==> src/rtl/cim_result_collector.sv <==
// Result collector for the CIM macro: captures nout on each rising edge of st into a FIFO and drains it over valid/ready.
// Optional feature: define CIM_RESULT_TAG_EN to store the bank select (cima) with each entry and expose it on m_tag.
module cim_result_collector #(
  parameter int DATA_W = 51,
  parameter int DEPTH  = 8,
  parameter int CNT_W  = 8
) (
  input  logic                       clk,
  input  logic                       rstn,
  input  logic [DATA_W-1:0]          nout,
  input  logic                       st,
  input  logic                       cima,
  input  logic                       cap_en,
  output logic [DATA_W-1:0]          m_data,
  output logic                       m_valid,
  input  logic                       m_ready,
`ifdef CIM_RESULT_TAG_EN
  output logic                       m_tag,
`endif
  output logic [$clog2(DEPTH):0]     count,
  output logic                       full,
  output logic                       empty,
  output logic                       ovf,
  input  logic                       ovf_clr,
  output logic [CNT_W-1:0]           drop_cnt
);

  localparam int PTR_W = $clog2(DEPTH);
  localparam int CW    = PTR_W + 1;
`ifdef CIM_RESULT_TAG_EN
  localparam int ENT_W = DATA_W + 1;
`else
  localparam int ENT_W = DATA_W;
`endif
  localparam logic [CW-1:0] FULL_CNT = CW'(DEPTH);

  function automatic logic [CNT_W-1:0] sat_inc(input logic [CNT_W-1:0] v);
    sat_inc = (v == {CNT_W{1'b1}}) ? v : v + 1'b1;
  endfunction

  logic [ENT_W-1:0] mem [DEPTH];
  logic [PTR_W-1:0] wr_ptr;
  logic [PTR_W-1:0] rd_ptr;
  logic             st_d;
  logic             cap;
  logic             pop;
  logic             push;
  logic             drop;
  logic [ENT_W-1:0] wr_ent;
  logic [ENT_W-1:0] head;

`ifdef CIM_RESULT_TAG_EN
  assign wr_ent = {cima, nout};
`else
  logic cima_unused;
  assign cima_unused = cima;
  assign wr_ent      = nout;
`endif

  // Stage 0: edge detect and push/pop/drop decisions for this cycle.
  assign cap  = cap_en & st & ~st_d;
  assign pop  = m_valid & m_ready;
  assign push = cap & (~full | pop);
  assign drop = cap & full & ~pop;

  assign full    = (count == FULL_CNT);
  assign empty   = (count == '0);
  assign m_valid = ~empty;
  assign head    = mem[rd_ptr];
  assign m_data  = head[DATA_W-1:0];
`ifdef CIM_RESULT_TAG_EN
  assign m_tag   = m_valid & head[DATA_W];
`endif

  // Stage 1: control state update.
  always_ff @(posedge clk or negedge rstn) begin
    if (!rstn) begin
      st_d     <= 1'b0;
      wr_ptr   <= '0;
      rd_ptr   <= '0;
      count    <= '0;
      ovf      <= 1'b0;
      drop_cnt <= '0;
    end else begin
      st_d <= st;
      if (push) wr_ptr <= wr_ptr + 1'b1;
      if (pop)  rd_ptr <= rd_ptr + 1'b1;
      case ({push, pop})
        2'b10:   count <= count + 1'b1;
        2'b01:   count <= count - 1'b1;
        default: count <= count;
      endcase
      // A drop in the same cycle as a clear restarts the count at one.
      if (drop) begin
        ovf      <= 1'b1;
        drop_cnt <= ovf_clr ? CNT_W'(1) : sat_inc(drop_cnt);
      end else if (ovf_clr) begin
        ovf      <= 1'b0;
        drop_cnt <= '0;
      end
    end
  end

  // Storage is data only and carries no reset.
  always_ff @(posedge clk) begin
    if (push) mem[wr_ptr] <= wr_ent;
  end

endmodule
==> config.mk <==
export PLATFORM = sky130hd
export DESIGN_NAME = cim_result_collector
export DESIGN_NICKNAME = d
export VERILOG_FILES = /design/src/rtl/cim_result_collector.sv
export SDC_FILE = /design/constraint.sdc
export NUM_CORES = 1
export LEC_CHECK = 0
export CAP_MARGIN = 20
export CORE_MARGIN = 8
export CORE_UTILIZATION = 34
export DETAILED_ROUTE_END_ITERATION = 10
export PLACE_DENSITY = 0.6
export SYNTH_ARGS = -nofsm -noshare
export SYNTH_HDL_FRONTEND = slang
export SYNTH_SLANG_ARGS = --single-unit
==> constraint.sdc <==
create_clock -name clk -period 16.55 [get_ports clk]
set_clock_uncertainty 0.2 [all_clocks]
set_input_delay 1.655 -clock clk [delete_from_list [all_inputs] [get_ports clk]]
set_output_delay 1.655 -clock clk [all_outputs]
set_load 0.02 [all_outputs]
==> impl_metrics.toml, run 1 <==
[logic_synthesis]
netlist.area_leader.share = 0.747
syn-cell-area_mm2 = 0.0164
async_reset_ff_frac = 0.0467
synth_edf_count = 408
ys.flop_type = "edfxtp_1"
yosysTopAreaCell = "edfxtp_1"
yosys_warnings = 0
syn_inst = 703
ys_top_cells_by_area = "edfxtp_1 75%, mux4_2 14%, mux2_2 3.7%"
ys_ff_latch = 428
syn-num-nets = 767
ys_types = 45
yosysSeqAreaShare = 0.777
post_synth.cell_area_avg_um2 = 23.3

[floorplanning]
rows = 80
io_pins = 125
dieArea_mm2 = 0.0555
chipHeight_um = 236
die_w_um = 236
initial_core_util = 0.344
coreArea_mm2 = 0.0476

[clock_network]
root_buffer = "clkbuf_16"
clock_path_buffers = 3
insertion_delay_ps = 560
path_clk_slew_ps = 60
cts_sinks = 428
hold_buffers = 0
tritoncts.num_buffers = 46
post-cts-setup-buffers = 0
cts_tree = "yes"
htreeDepth = 2
post_cts_resized = 0

[global_routing]
grt_max_degree = 57
antenna_found_initial = 2
globalRouteOverflowTotal = 0
grt_pass1_vias = 8101
grtUsageTotal = 0.120
grt_pass1_wl_um = 51100

[route]
viasPerCell = 4.95
vias = 7464
ant_nets = 0
drt_pass1_iterations = 4
drt-total-wl_um = 33300
drc = 0
drt_iter0_drc = 483
wl_per_cell_um = 22.0

[placed_design]
gp_congestion = 0.720
place_area_mm2 = 0.0185
port_buffers = 123
hpwl_um = 18100

[power]
intPower_w = 0.00232
seq_power_share = 0.417
power_leakage_nw = 6.26
pwr-share-clk = 0.293
p_per_area_mw_per_mm2 = 163
total_power_w = 0.00325
p_sw_frac = 0.285
vdd_ir_drop_max_mv = 0.103
switchingPower_w = 0.000926
p_comb_frac = 0.290

[sta]
maxSlewViolCount = 0
fin_crit_sh = 0.342
fmaxAchievable_mhz = 177
min_period_ps = 5660
relSlewSlack = 0.315
tightest_slew_ps = 1030
hold_viol_final = 0
tns_ps = 0
setup_viol = 0
grt_setup_unrepaired = "false"

[worst_setup_path]
arrival_ps = 3810
crit_path_end_kind = "primary output"
critPathRequiredTime_ps = 14690
worstSetupStartpointType = "register"
crit_path_max_fanout = 45
path_class = "register to primary output"

[final_layout]
drive_gt1_frac = 0.283
fin_area_mm2 = 0.0199
layout_common_cells = "408 x edfxtp_1, 123 x clkdlybuf4s50_1, 102 x mux4_2"
final_common_cell = "edfxtp_1"
ff_latch_area_mm2 = 0.0128
synthToLayoutAreaGrowth_pct = 21.1
nets = 924
multi_input_area_mm2 = 0.00355
n_fill_cell = 4147

[min_path]
hold_path_class = "register to register"

[run_status]
outcome = "finished clean"

[run]
max_cap_viol_count = 0
==> power groups by stage <==
| stage | logic [W] | clock network [W] | registers [W] |
|---|---|---|---|
| global placement | 0.000960 | 0 | 0.00138 |
| finish | 0.000942 | 0.000950 | 0.00135 |
| floorplan | 0.000674 | 0 | 0.00129 |
| global route | 0.00101 | 0.00102 | 0.00137 |
| CTS | 0.000970 | 0.000976 | 0.00136 |
| detailed placement | 0.000965 | 0 | 0.00138 |
==> registers in the layout, summed over array words and instances (netlist names) <==
signal,count
mem,408
drop_cnt,8
count,4
rd_ptr,3
wr_ptr,3
ovf,1
st_d,1
==> metal layers <==
layer  track usage  vias up  share of wire  wire length, um
met2         0.205      156           0.50            16600
met4        0.0428        2          0.024              787
met5             0        -        0.00039               13
met3        0.0277       53          0.046             1520
li1              -     3292              -                -
met1         0.149     3961           0.43            14300
==> worst paths after layout <==
kind                       slack (ps)  cells past startpoint    endpoint  startpoint
setup reg to reg                13150                      5  mem[6][32]    count[0]
setup / recovery                10890                      4  m_data[35]   rd_ptr[0]
hold / removal                    330                      2         ovf         ovf
min in group asynchronous        1460                      1   rd_ptr[2]        rstn
max in group asynchronous       13950                      1   rd_ptr[1]        rstn
hold reg to reg                   330                      2         ovf         ovf
==> synth_stat cells (all sizes together) (3+ instances only) <==
library cell	number
edfxtp	408
mux4	102
mux2	54
dfrtp	20
buf	16
clkbuf	14
inv	8
nand2	8
a21oi	7
nor3	7
nor2	6
ha	5
or3	5
xnor2	5
mux2i	4
o21ai	4
nand3	3
==> layout make-up <==
type                            instances  area share
Sequential cell                       428       0.643
Multi-Input combinational cell        237       0.179
Timing Repair Buffer                  139      0.0680
Clock buffer                           61      0.0640
Tap cell                              615      0.0387
Clock inverter                         20     0.00636
Inverter                                8     0.00151
Antenna cell                            1    0.000126
==> kinds of logic after synthesis <==
group | synth area share
compound gates | 0.00953
xor+xnor | 0.00320
fa+ha+maj | 0.00503
buf+inv | 0.00953
flops | 0.777
mux | 0.179
simple gates | 0.0161
==> worst max-delay path, cell delays in order, from the launching register on <==
cell and delay [ps]:
dfrtp_4 880, buf_4 840, mux4_2 600, mux2_2 310, clkdlybuf4s50_1 560
==> per-stage QoR <==
stage | setup WS [ps] | hold WS [ps] | utilization | std cells
3_3_place_gp | 11350 | 326 | 0.388 | 1427
2_1_floorplan | 8930 | 325 | - | 703
4_1_cts | 10700 | 336 | 0.417 | 1508
6_report | 10890 | 329 | 0.417 | 1509
3_5_place_dp | 11340 | 325 | 0.388 | 1427
5_1_grt | 10570 | 417 | 0.417 | 1509
Note: power is estimated with default switching activity, not from simulation.
==> run 2: changes to the inputs <==
- clock period: 16.55 -> 5.95 ns (I/O delays scaled with it)
==> run 2 against run 1 <==
  * Combinational power increased to 2.8 times the previous value
  * Total power grew to 2.9 times the previous value
  * Global-route usage about the same
  * First-iteration DRC count up 6.8%
  * Utilization up 0.41 points
  * Setup slack got worse by 9100 ps
  * Clock power rose to 3.0 times the previous value
  * Sequential share of layout area is 0.64 points lower
  * Critical path depth unchanged
  * Wire length rose by 1.2%
==> impl_metrics.toml, run 2 (synthesis gave the netlist of run 1 again) <==
[run_status]
outcome = "finished clean"

[global_routing]
grt_max_degree = 63
grt_pass1_wl_um = 51200
grtUsageTotal = 0.120
globalRouteOverflowTotal = 0
antenna_found_initial = 4
grt_pass1_vias = 8209

[clock_network]
hold_buffers = 0
insertion_delay_ps = 550
clock_path_buffers = 3
post_cts_resized = 0
htreeDepth = 2
tritoncts.num_buffers = 47
cts_sinks = 428
cts_tree = "yes"
path_clk_slew_ps = 60
root_buffer = "clkbuf_16"
post-cts-setup-buffers = 0

[sta]
min_period_ps = 4190
setup_viol = 0
relSlewSlack = 0.266
maxSlewViolCount = 0
fin_crit_sh = 0.704
fmaxAchievable_mhz = 239
tightest_slew_ps = 1100
fin_ws_ps = 1760
hold_slack_ps = 96.1
grt_setup_unrepaired = "false"
hold_viol_final = 0
tns_ps = 0

[placed_design]
gp_congestion = 0.731
dp_cells = 1429
place_ws_ps = 2260
port_buffers = 123
hpwl_um = 18700

[route]
drc = 0
ant_nets = 0
wl_per_cell_um = 22.3
drt_iter0_drc = 516
drt-total-wl_um = 33700
viasPerCell = 4.98
drt_pass1_iterations = 5
vias = 7531

[worst_setup_path]
crit_path_end_kind = "primary output"
arrival_ps = 3400
worstRegToRegCells = 5
path_class = "register to primary output"
critPathRequiredTime_ps = 5160
worstSetupStartpointType = "register"
crit_path_max_fanout = 34

[final_layout]
layout_common_cells = "408 x edfxtp_1, 123 x clkdlybuf4s50_1, 102 x mux4_2"
top_register = "mem"
nets = 928
largest_reg_flops = 408
utilization = 0.421
stdcell_count = 1512
ff_latch_area_mm2 = 0.0128
synthToLayoutAreaGrowth_pct = 22.2
multi_input_area_mm2 = 0.00356
n_fill_cell = 4139
drive_gt1_frac = 0.289
final_common_cell = "edfxtp_1"
top_regs = "mem: 408 flops, drop_cnt: 8 flops, count: 4 flops"

[floorplanning]
rows = 80
initial_core_util = 0.344
chipHeight_um = 236
coreArea_mm2 = 0.0476
io_pins = 125
die_w_um = 236
dieArea_mm2 = 0.0555

[min_path]
hold_path_class = "primary input to async pin"

[power]
vdd_ir_drop_max_mv = 0.248
power_leakage_nw = 6.36
p_per_area_mw_per_mm2 = 462

[run]
max_cap_viol_count = 0
-- run 2: cell types whose count changed in the layout (fill, tap and decap cells not counted), sizes merged --
cell / change
clkinv: +1
bufinv: +4
clkbuf: -2
clkinvlp: -4
buf: +3
diode: +1
-- run 2: stage by stage --
stage                     power (W)  instance area, um^2
after floorplan             0.00548                16400
after global placement      0.00657                18500
after detailed placement    0.00659                18500
after CTS                   0.00945                20000
after global routing        0.00968                20100
final                       0.00926                20100
-- run 2: worst paths after layout --
check                      startpoint          to  slack (ps)
max in group asynchronous        rstn   rd_ptr[1]        5060
setup reg to reg             count[0]  mem[6][48]        3010
hold reg to reg                   ovf         ovf         330
setup / recovery            rd_ptr[0]  m_data[39]        1760
hold / removal                   rstn         ovf         100
min in group clk                  ovf         ovf         330
-- run 2: area by class of cell --
cell class                      instances  area share
Clock buffer                           59      0.0630
Antenna cell                            2    0.000250
Multi-Input combinational cell        237       0.177
Clock inverter                         21      0.0114
Inverter                                8     0.00150
Tap cell                              615      0.0384
Sequential cell                       428       0.636
Timing Repair Buffer                  142      0.0720
-- run 2: power breakdown --
group / leakage (nW) / internal [W] / switching [W]
logic: 1.70 / 0.00149 / 0.00119
registers: 3.93 / 0.00345 / 0.000310
clock network: 0.731 / 0.00171 / 0.00111
total: 6.36 / 0.00665 / 0.00261
-- run 2: critical path, stage by stage, from the launching register on --
cell	delay (ps)
dfrtp_4	900
buf_4	480
mux4_2	570
mux2_2	290
clkdlybuf4s50_1	540
-- run 2: layer usage --
metal | routed length, um | part of all wire | global-route usage
met1 | 14300 | 0.43 | 0.146
met2 | 17100 | 0.51 | 0.207
met3 | 1510 | 0.045 | 0.0276
met4 | 731 | 0.022 | 0.0437
met5 | 27 | 0.00080 | 0
